**src/rtl/lut_builder_pipe_if.sv**
```systemverilog
// ----------------------------------------------------------------------------
// lut_builder_pipe_if : activation-in / LUT-vector-out handshake bundle
// Revision 1.0
// ----------------------------------------------------------------------------
`default_nettype none

interface lut_builder_pipe_if #(
    parameter int ACT_W = 32,
    parameter int OUT_W = 16,
    parameter int CNT_W = 16
);
    logic                    in_valid_i;
    logic                    in_ready_o;
    logic signed [ACT_W-1:0] act0_i;
    logic signed [ACT_W-1:0] act1_i;
    logic signed [ACT_W-1:0] act2_i;
    logic                    sat_en_i;
    logic                    out_valid_o;
    logic                    out_ready_i;
    logic [16*OUT_W-1:0]     lut_o;
    logic [15:0]             ovf_o;
    logic [CNT_W-1:0]        ovf_cnt_o;
    logic                    clr_cnt_i;

    modport slave (
        input  in_valid_i, act0_i, act1_i, act2_i, sat_en_i, out_ready_i, clr_cnt_i,
        output in_ready_o, out_valid_o, lut_o, ovf_o, ovf_cnt_o
    );

    modport master (
        output in_valid_i, act0_i, act1_i, act2_i, sat_en_i, out_ready_i, clr_cnt_i,
        input  in_ready_o, out_valid_o, lut_o, ovf_o, ovf_cnt_o
    );
endinterface

`default_nettype wire

```
**src/rtl/lut_builder_pipe.sv**
```systemverilog
// ----------------------------------------------------------------------------
// lut_builder_pipe : two-stage ternary-weight LUT builder (exact sums, then
//                    saturate/wrap narrowing) with overflow accounting
// Revision 1.0
// ----------------------------------------------------------------------------
`default_nettype none

module lut_builder_pipe #(
    parameter int ACT_W = 32,
    parameter int OUT_W = 16,
    parameter int CNT_W = 16
) (
    input  wire logic         clk,
    input  wire logic         rst_i,
    lut_builder_pipe_if.slave bus
);
    localparam int SW = ACT_W + 2;
    localparam logic [OUT_W-1:0] c_MAX = {1'b0, {(OUT_W-1){1'b1}}};
    localparam logic [OUT_W-1:0] c_MIN = {1'b1, {(OUT_W-1){1'b0}}};

    logic signed [SW-1:0] w_a0, w_a1, w_a2;
    logic signed [SW-1:0] w_sum [16];
    logic signed [SW-1:0] r_s1_sum [16];
    logic                 r_s1_sat;
    logic                 r_s1_valid;
    logic [16*OUT_W-1:0]  w_lut;
    logic [15:0]          w_ovf;
    logic [16*OUT_W-1:0]  r_lut;
    logic [15:0]          r_ovf;
    logic                 r_s2_valid;
    logic [CNT_W-1:0]     r_cnt;
    logic                 w_s2_adv;
    logic                 w_in_ready;
    logic                 w_out_hs;

    assign w_a0 = {{2{bus.act0_i[ACT_W-1]}}, bus.act0_i};
    assign w_a1 = {{2{bus.act1_i[ACT_W-1]}}, bus.act1_i};
    assign w_a2 = {{2{bus.act2_i[ACT_W-1]}}, bus.act2_i};

    // Balanced-ternary digits of k give the weights; entries 14/15 have no digit form.
    for (genvar k = 0; k < 16; k++) begin : g_entry
        if (k < 14) begin : g_live
            localparam int c_W2 = ((k + 1) % 3) - 1;
            localparam int c_W1 = ((((k - c_W2) / 3) + 1) % 3) - 1;
            localparam int c_W0 = (k - c_W2 - 3 * c_W1) / 9;
            logic signed [SW-1:0] w_t0, w_t1, w_t2;
            assign w_t0 = (c_W0 == 1) ? w_a0 : (c_W0 == -1) ? -w_a0 : '0;
            assign w_t1 = (c_W1 == 1) ? w_a1 : (c_W1 == -1) ? -w_a1 : '0;
            assign w_t2 = (c_W2 == 1) ? w_a2 : (c_W2 == -1) ? -w_a2 : '0;
            assign w_sum[k] = w_t0 + w_t1 + w_t2;
        end else begin : g_zero
            assign w_sum[k] = '0;
        end

        // In range iff every bit from the OUT_W sign bit upward agrees.
        logic [SW-OUT_W:0] w_top;
        assign w_top    = r_s1_sum[k][SW-1:OUT_W-1];
        assign w_ovf[k] = ~((&w_top) | ~(|w_top));
        assign w_lut[k*OUT_W +: OUT_W] = (w_ovf[k] && r_s1_sat)
                                       ? (r_s1_sum[k][SW-1] ? c_MIN : c_MAX)
                                       : r_s1_sum[k][OUT_W-1:0];
    end

    assign w_s2_adv       = ~r_s2_valid | bus.out_ready_i;
    assign w_in_ready     = ~r_s1_valid | w_s2_adv;
    assign w_out_hs       = r_s2_valid & bus.out_ready_i;
    assign bus.in_ready_o = w_in_ready & ~rst_i;

    always_ff @(posedge clk) begin
        if (rst_i) begin
            r_s1_valid <= 1'b0;
            r_s1_sat   <= 1'b0;
            for (int i = 0; i < 16; i++) r_s1_sum[i] <= '0;
            r_s2_valid <= 1'b0;
            r_lut      <= '0;
            r_ovf      <= '0;
            r_cnt      <= '0;
        end else begin
            if (w_in_ready) begin
                r_s1_valid <= bus.in_valid_i;
            end
            if (w_in_ready && bus.in_valid_i) begin
                r_s1_sat <= bus.sat_en_i;
                for (int i = 0; i < 16; i++) r_s1_sum[i] <= w_sum[i];
            end
            if (w_s2_adv) begin
                r_s2_valid <= r_s1_valid;
            end
            if (w_s2_adv && r_s1_valid) begin
                r_lut <= w_lut;
                r_ovf <= w_ovf;
            end
            // A clear wins over a same-cycle overflow event, which is then lost.
            if (bus.clr_cnt_i) begin
                r_cnt <= '0;
            end else if (w_out_hs && (|r_ovf) && !(&r_cnt)) begin
                r_cnt <= r_cnt + 1'b1;
            end
        end
    end

    assign bus.out_valid_o = r_s2_valid;
    assign bus.lut_o       = r_lut;
    assign bus.ovf_o       = r_ovf;
    assign bus.ovf_cnt_o   = r_cnt;

endmodule

`default_nettype wire

```
**src/flat_wrapper.sv**
```systemverilog
// flat-port wrapper written by rule: the top's interface ports become plain ports
module lut_builder_pipe_flat 
#(
    parameter int ACT_W = 32,
    parameter int OUT_W = 16,
    parameter int CNT_W = 16
)
  (clk, rst_i, bus_in_valid_i, bus_act0_i, bus_act1_i, bus_act2_i, bus_sat_en_i, bus_out_ready_i, bus_clr_cnt_i, bus_in_ready_o, bus_out_valid_o, bus_lut_o, bus_ovf_o, bus_ovf_cnt_o);
  lut_builder_pipe_if #(.ACT_W(ACT_W), .OUT_W(OUT_W), .CNT_W(CNT_W)) bus_i ();
  input  wire logic clk;
  input  wire logic rst_i;
  input wire logic [$bits(bus_i.in_valid_i)-1:0] bus_in_valid_i;
  input wire logic [$bits(bus_i.act0_i)-1:0] bus_act0_i;
  input wire logic [$bits(bus_i.act1_i)-1:0] bus_act1_i;
  input wire logic [$bits(bus_i.act2_i)-1:0] bus_act2_i;
  input wire logic [$bits(bus_i.sat_en_i)-1:0] bus_sat_en_i;
  input wire logic [$bits(bus_i.out_ready_i)-1:0] bus_out_ready_i;
  input wire logic [$bits(bus_i.clr_cnt_i)-1:0] bus_clr_cnt_i;
  output wire logic [$bits(bus_i.in_ready_o)-1:0] bus_in_ready_o;
  output wire logic [$bits(bus_i.out_valid_o)-1:0] bus_out_valid_o;
  output wire logic [$bits(bus_i.lut_o)-1:0] bus_lut_o;
  output wire logic [$bits(bus_i.ovf_o)-1:0] bus_ovf_o;
  output wire logic [$bits(bus_i.ovf_cnt_o)-1:0] bus_ovf_cnt_o;
  assign bus_i.in_valid_i = bus_in_valid_i;
  assign bus_i.act0_i = bus_act0_i;
  assign bus_i.act1_i = bus_act1_i;
  assign bus_i.act2_i = bus_act2_i;
  assign bus_i.sat_en_i = bus_sat_en_i;
  assign bus_i.out_ready_i = bus_out_ready_i;
  assign bus_i.clr_cnt_i = bus_clr_cnt_i;
  assign bus_in_ready_o = bus_i.in_ready_o;
  assign bus_out_valid_o = bus_i.out_valid_o;
  assign bus_lut_o = bus_i.lut_o;
  assign bus_ovf_o = bus_i.ovf_o;
  assign bus_ovf_cnt_o = bus_i.ovf_cnt_o;
  lut_builder_pipe #(.ACT_W(ACT_W), .OUT_W(OUT_W), .CNT_W(CNT_W)) u_core (.clk(clk), .rst_i(rst_i), .bus(bus_i));
endmodule
```
**config.mk**
```make
export PLATFORM = sky130hd
export DESIGN_NAME = lut_builder_pipe_flat
export DESIGN_NICKNAME = d
export VERILOG_FILES = /design/src/rtl/lut_builder_pipe_if.sv /design/src/rtl/lut_builder_pipe.sv /design/src/flat_wrapper.sv
export SDC_FILE = /design/constraint.sdc
export NUM_CORES = 2
export LEC_CHECK = 0
export CAP_MARGIN = 30
export CORE_MARGIN = 5
export CORE_UTILIZATION = 35
export CTS_BUF_LIST = sky130_fd_sc_hd__clkbuf_8
export DETAILED_ROUTE_END_ITERATION = 12
export RECOVER_POWER = 50
export SLEW_MARGIN = 30
export SYNTH_ARGS = -nofsm -noshare
export SYNTH_HDL_FRONTEND = slang
export SYNTH_SLANG_ARGS = --single-unit
export TNS_END_PERCENT = 100
```
**constraint.sdc**
```tcl
create_clock -name clk -period 13 [get_ports clk]
set_input_delay 2.6 -clock clk [delete_from_list [all_inputs] [get_ports clk]]
set_output_delay 2.6 -clock clk [all_outputs]
set_load 0.01 [all_outputs]
```
==> run summary <==
Outcome: finished with violations
Failing checks: capacitance limit, slew limit
Worst hold slack: 0.4851 ns
Highest cell delay on the worst timing path: 2.46 ns
Reg power frac: 0.398
Crit-path slowest cell: nand2_1
Avg Inst Size Synth: 9.220 um^2
CP Cell Sequence: clkbuf_1 > a21oi_1 > clkbuf_1 > nand2_1 > clkbuf_1 > nor2_1
Largest net degree at the start of global routing: 231
Buffers on Ports: 340
Final setup margin: 2.690 ns
Yosys cell types: 77
CP Launch Type: primary input
Number of max-cap violations: 11
Setup Buffers After CTS: 0
HPWL Detailed: 119800 um
Setup Total Neg Slack: 0 ns
Pint: 4.350 mW
Worst r2r path cells: 6
Finished Core Util: 0.4123
Fmax: 96.99 MHz
Synth area leader: edfxtp_1
Mapped Cells: 4546
CP Capture Type: flip-flop
Area of the multi-input gates: 0.02271 mm^2
Grt ovf: 0
Yosys top cell area share: 0.3081
CTS root buf: clkbuf_8
Core Rows: 127
Worst Path Buf+Inv: 3
Die H: 356.1 um
Total design power: 6.748 mW
WL final: 156000 um
Seq cells post-synth: 670
CP top delay family: buffers and inverters
Detailed Routing Iterations Pass 1: 6
DIE AREA: 0.1268 mm^2
Area grow syn2layout: 17.56%
DRC violations left: 0
Reg area: 0.01772 mm^2
Primary FF master, synth: edfxtp_1
Total Routing Usage GR: 0.2364
Top Ports: 392
Initial core utilization: 0.3508
RSZ-0062 raised after global routing: no
Worst Path Max Fanout: 69
Critical path class: primary input to flip-flop
Initial DRC Count: 3646
Pleak: 20.56 nW
Critical path depth in cells: 6
First-pass GRT wire length: 226900 um
Layout cell share with drive strength beyond 1: 0.05374
Final hold violations: 0
Wire length on met2: 71230 um
Initial antenna violation count: 19
Worst hold path cell count: 2
Minimum clock period: 10.31 ns
Clk slew on worst S/H paths: 0.06 ns
M1 WL: 68730 um
Worst skew pair latency: 0.83 ns
Arrival time at the worst endpoint: 10.65 ns
Required @ worst endpoint: 13.34 ns
Vias in the first global route: 34.42k
Pre-CTS setup slack: 3.626 ns
Top sig layer: met5
Core area: 0.1195 mm^2
Cell area after synthesis: 0.04192 mm^2
Antenna Nets Post-Route: 0
Max Slew Vio Count: 716
Slew HR: -2.321
Drt wl/cell: 23.69 um
Most used cell, CP: clkbuf_1
Via density: 5.561
Nets@finish: 5304
Class of the worst hold path: flip-flop to flip-flop
Gpl congestion: 0.9489
Combinational share of power: 0.317
CTS resizes: 0
Post-synth EDFFs: 430
Hold-fix buffers at CTS: 0
Worst vdd ir: 0.07139 mV
Dominant cells by area after synthesis: edfxtp_1 (31%), dfxtp_1 (11%), ha_1 (9.6%), a21oi_1 (8.2%), nor2_1 (4.1%)
Setup Skew: 0.08175 ns
Number of fillers in the final layout: 11.99k
Count leader, synth: a21oi_1
Fin crit share: 0.7931
DR WL met3: 10090 um
TritonCTS Buffers: 115
Worst-Margin Slew: 4.981 ns
Clock Power Share: 0.285
CTS tree: built
Sequential area share after synthesis: 0.4227
Psw: 2.398 mW
Clock tree buffer depth: 3
Power Dens Cells: 136.9 mW/mm^2
Count of yosys warnings during synthesis: 0
H-tree depth: 3
Synth async-reset ratio: 0
Total number of vias: 36.63k
Commonest cells in the netlist: a21oi_1 (683), nor2_1 (453), edfxtp_1 (430)
Clock Sinks: 670
Sw Share: 0.3553
Final setup viols: 0
Die W: 356.1 um
-- through the flow --
stage | instance area, um^2 | std cells
after floorplan | 42110 | 4596
after global placement | 46980 | 6362
after detailed placement | 47020 | 6363
after CTS | 49300 | 6579
after global routing | 49270 | 6585
final | 49270 | 6587
-- path summary, 6_finish.rpt --
| kind | endpoint | slack (ns) | startpoint |
|---|---|---|---|
| min reg2reg | u_core.bus.ovf_o[11] | 0.49 | u_core.bus.ovf_o[11] |
| max | u_core.r_s1_sum[0][116] | 2.69 | rst_i |
| max reg2reg | u_core.r_s1_sum[0][116] | 5.31 | u_core.bus.out_valid_o |
| min | u_core.bus.ovf_o[11] | 0.49 | u_core.bus.ovf_o[11] |
-- layer usage --
layer  vias up  GRT usage
met3       284    0.03839
met4         6    0.08664
met1     17645     0.3193
met5         -          0
li1      17397          -
met2      1297     0.3830
-- power groups by stage --
stage	Sequential, mW	Clock, mW	Combinational, mW
3_5_place_dp	2.72	0	2.12
2_1_floorplan	2.71	0	1.40
4_1_cts	2.68	1.97	2.13
5_1_grt	2.71	2.06	2.33
6_report	2.68	1.92	2.14
3_3_place_gp	2.72	0	2.12
-- layout make-up --
type | count | area share
multi-input cells | 3515 | 0.4609
inverters | 156 | 0.01191
well taps | 1612 | 0.04093
flip-flops and latches | 670 | 0.3596
diodes | 7 | 0.0003555
repair buffers | 411 | 0.07991
clock inverters | 83 | 0.009319
clock buffers | 133 | 0.03715
-- flip-flops by register name (all words and copies together), names as in the netlist --
register / flops
u_core.r_s1_sat: 1
u_core.bus.ovf_cnt_o: 16
u_core.r_s1_valid: 1
u_core.bus.ovf_o: 13
u_core.r_s1_sum: 430
u_core.bus.out_valid_o: 1
u_core.bus.lut_o: 208
-- logic make-up (layout without fill, tap and decap cells) --
group | after synthesis | count (layout) | share of synthesized area
compound gates | 1505 | 1505 | 0.2130
xor+xnor | 284 | 284 | 0.05952
fa+ha+maj | 333 | 333 | 0.1012
buf+inv | 411 | 783 | 0.04155
flops | 670 | 670 | 0.4227
mux | 28 | 28 | 0.006836
other cells | 1 | 58 | 0.00008947
simple gates | 1314 | 1314 | 0.1552
-- tightest hold or removal path, stage by stage, from the launching register on --
cell and delay [ns]:
dfxtp_1 0.33, nand2_1 0.06, a21oi_1 0.05
-- cell usage in the layout (no fill, tap or decap), drive strengths merged, types with 59 or more instances in the layout --
cell type / count
xor2: 104
ha: 323
nand3: 68
buf: 60
clkbuf: 146
nor2: 453
dlygate4sd3: 242
nor4: 88
and3: 99
clkdlybuf4s50: 96
edfxtp: 430
nand2: 192
a21o: 155
inv: 198
a21oi: 683
and2: 68
nor3: 98
nand4: 86
xnor2: 180
o21bai: 59
o21ai: 322
dfxtp: 240
Note: power is estimated with default switching activity, not from simulation.
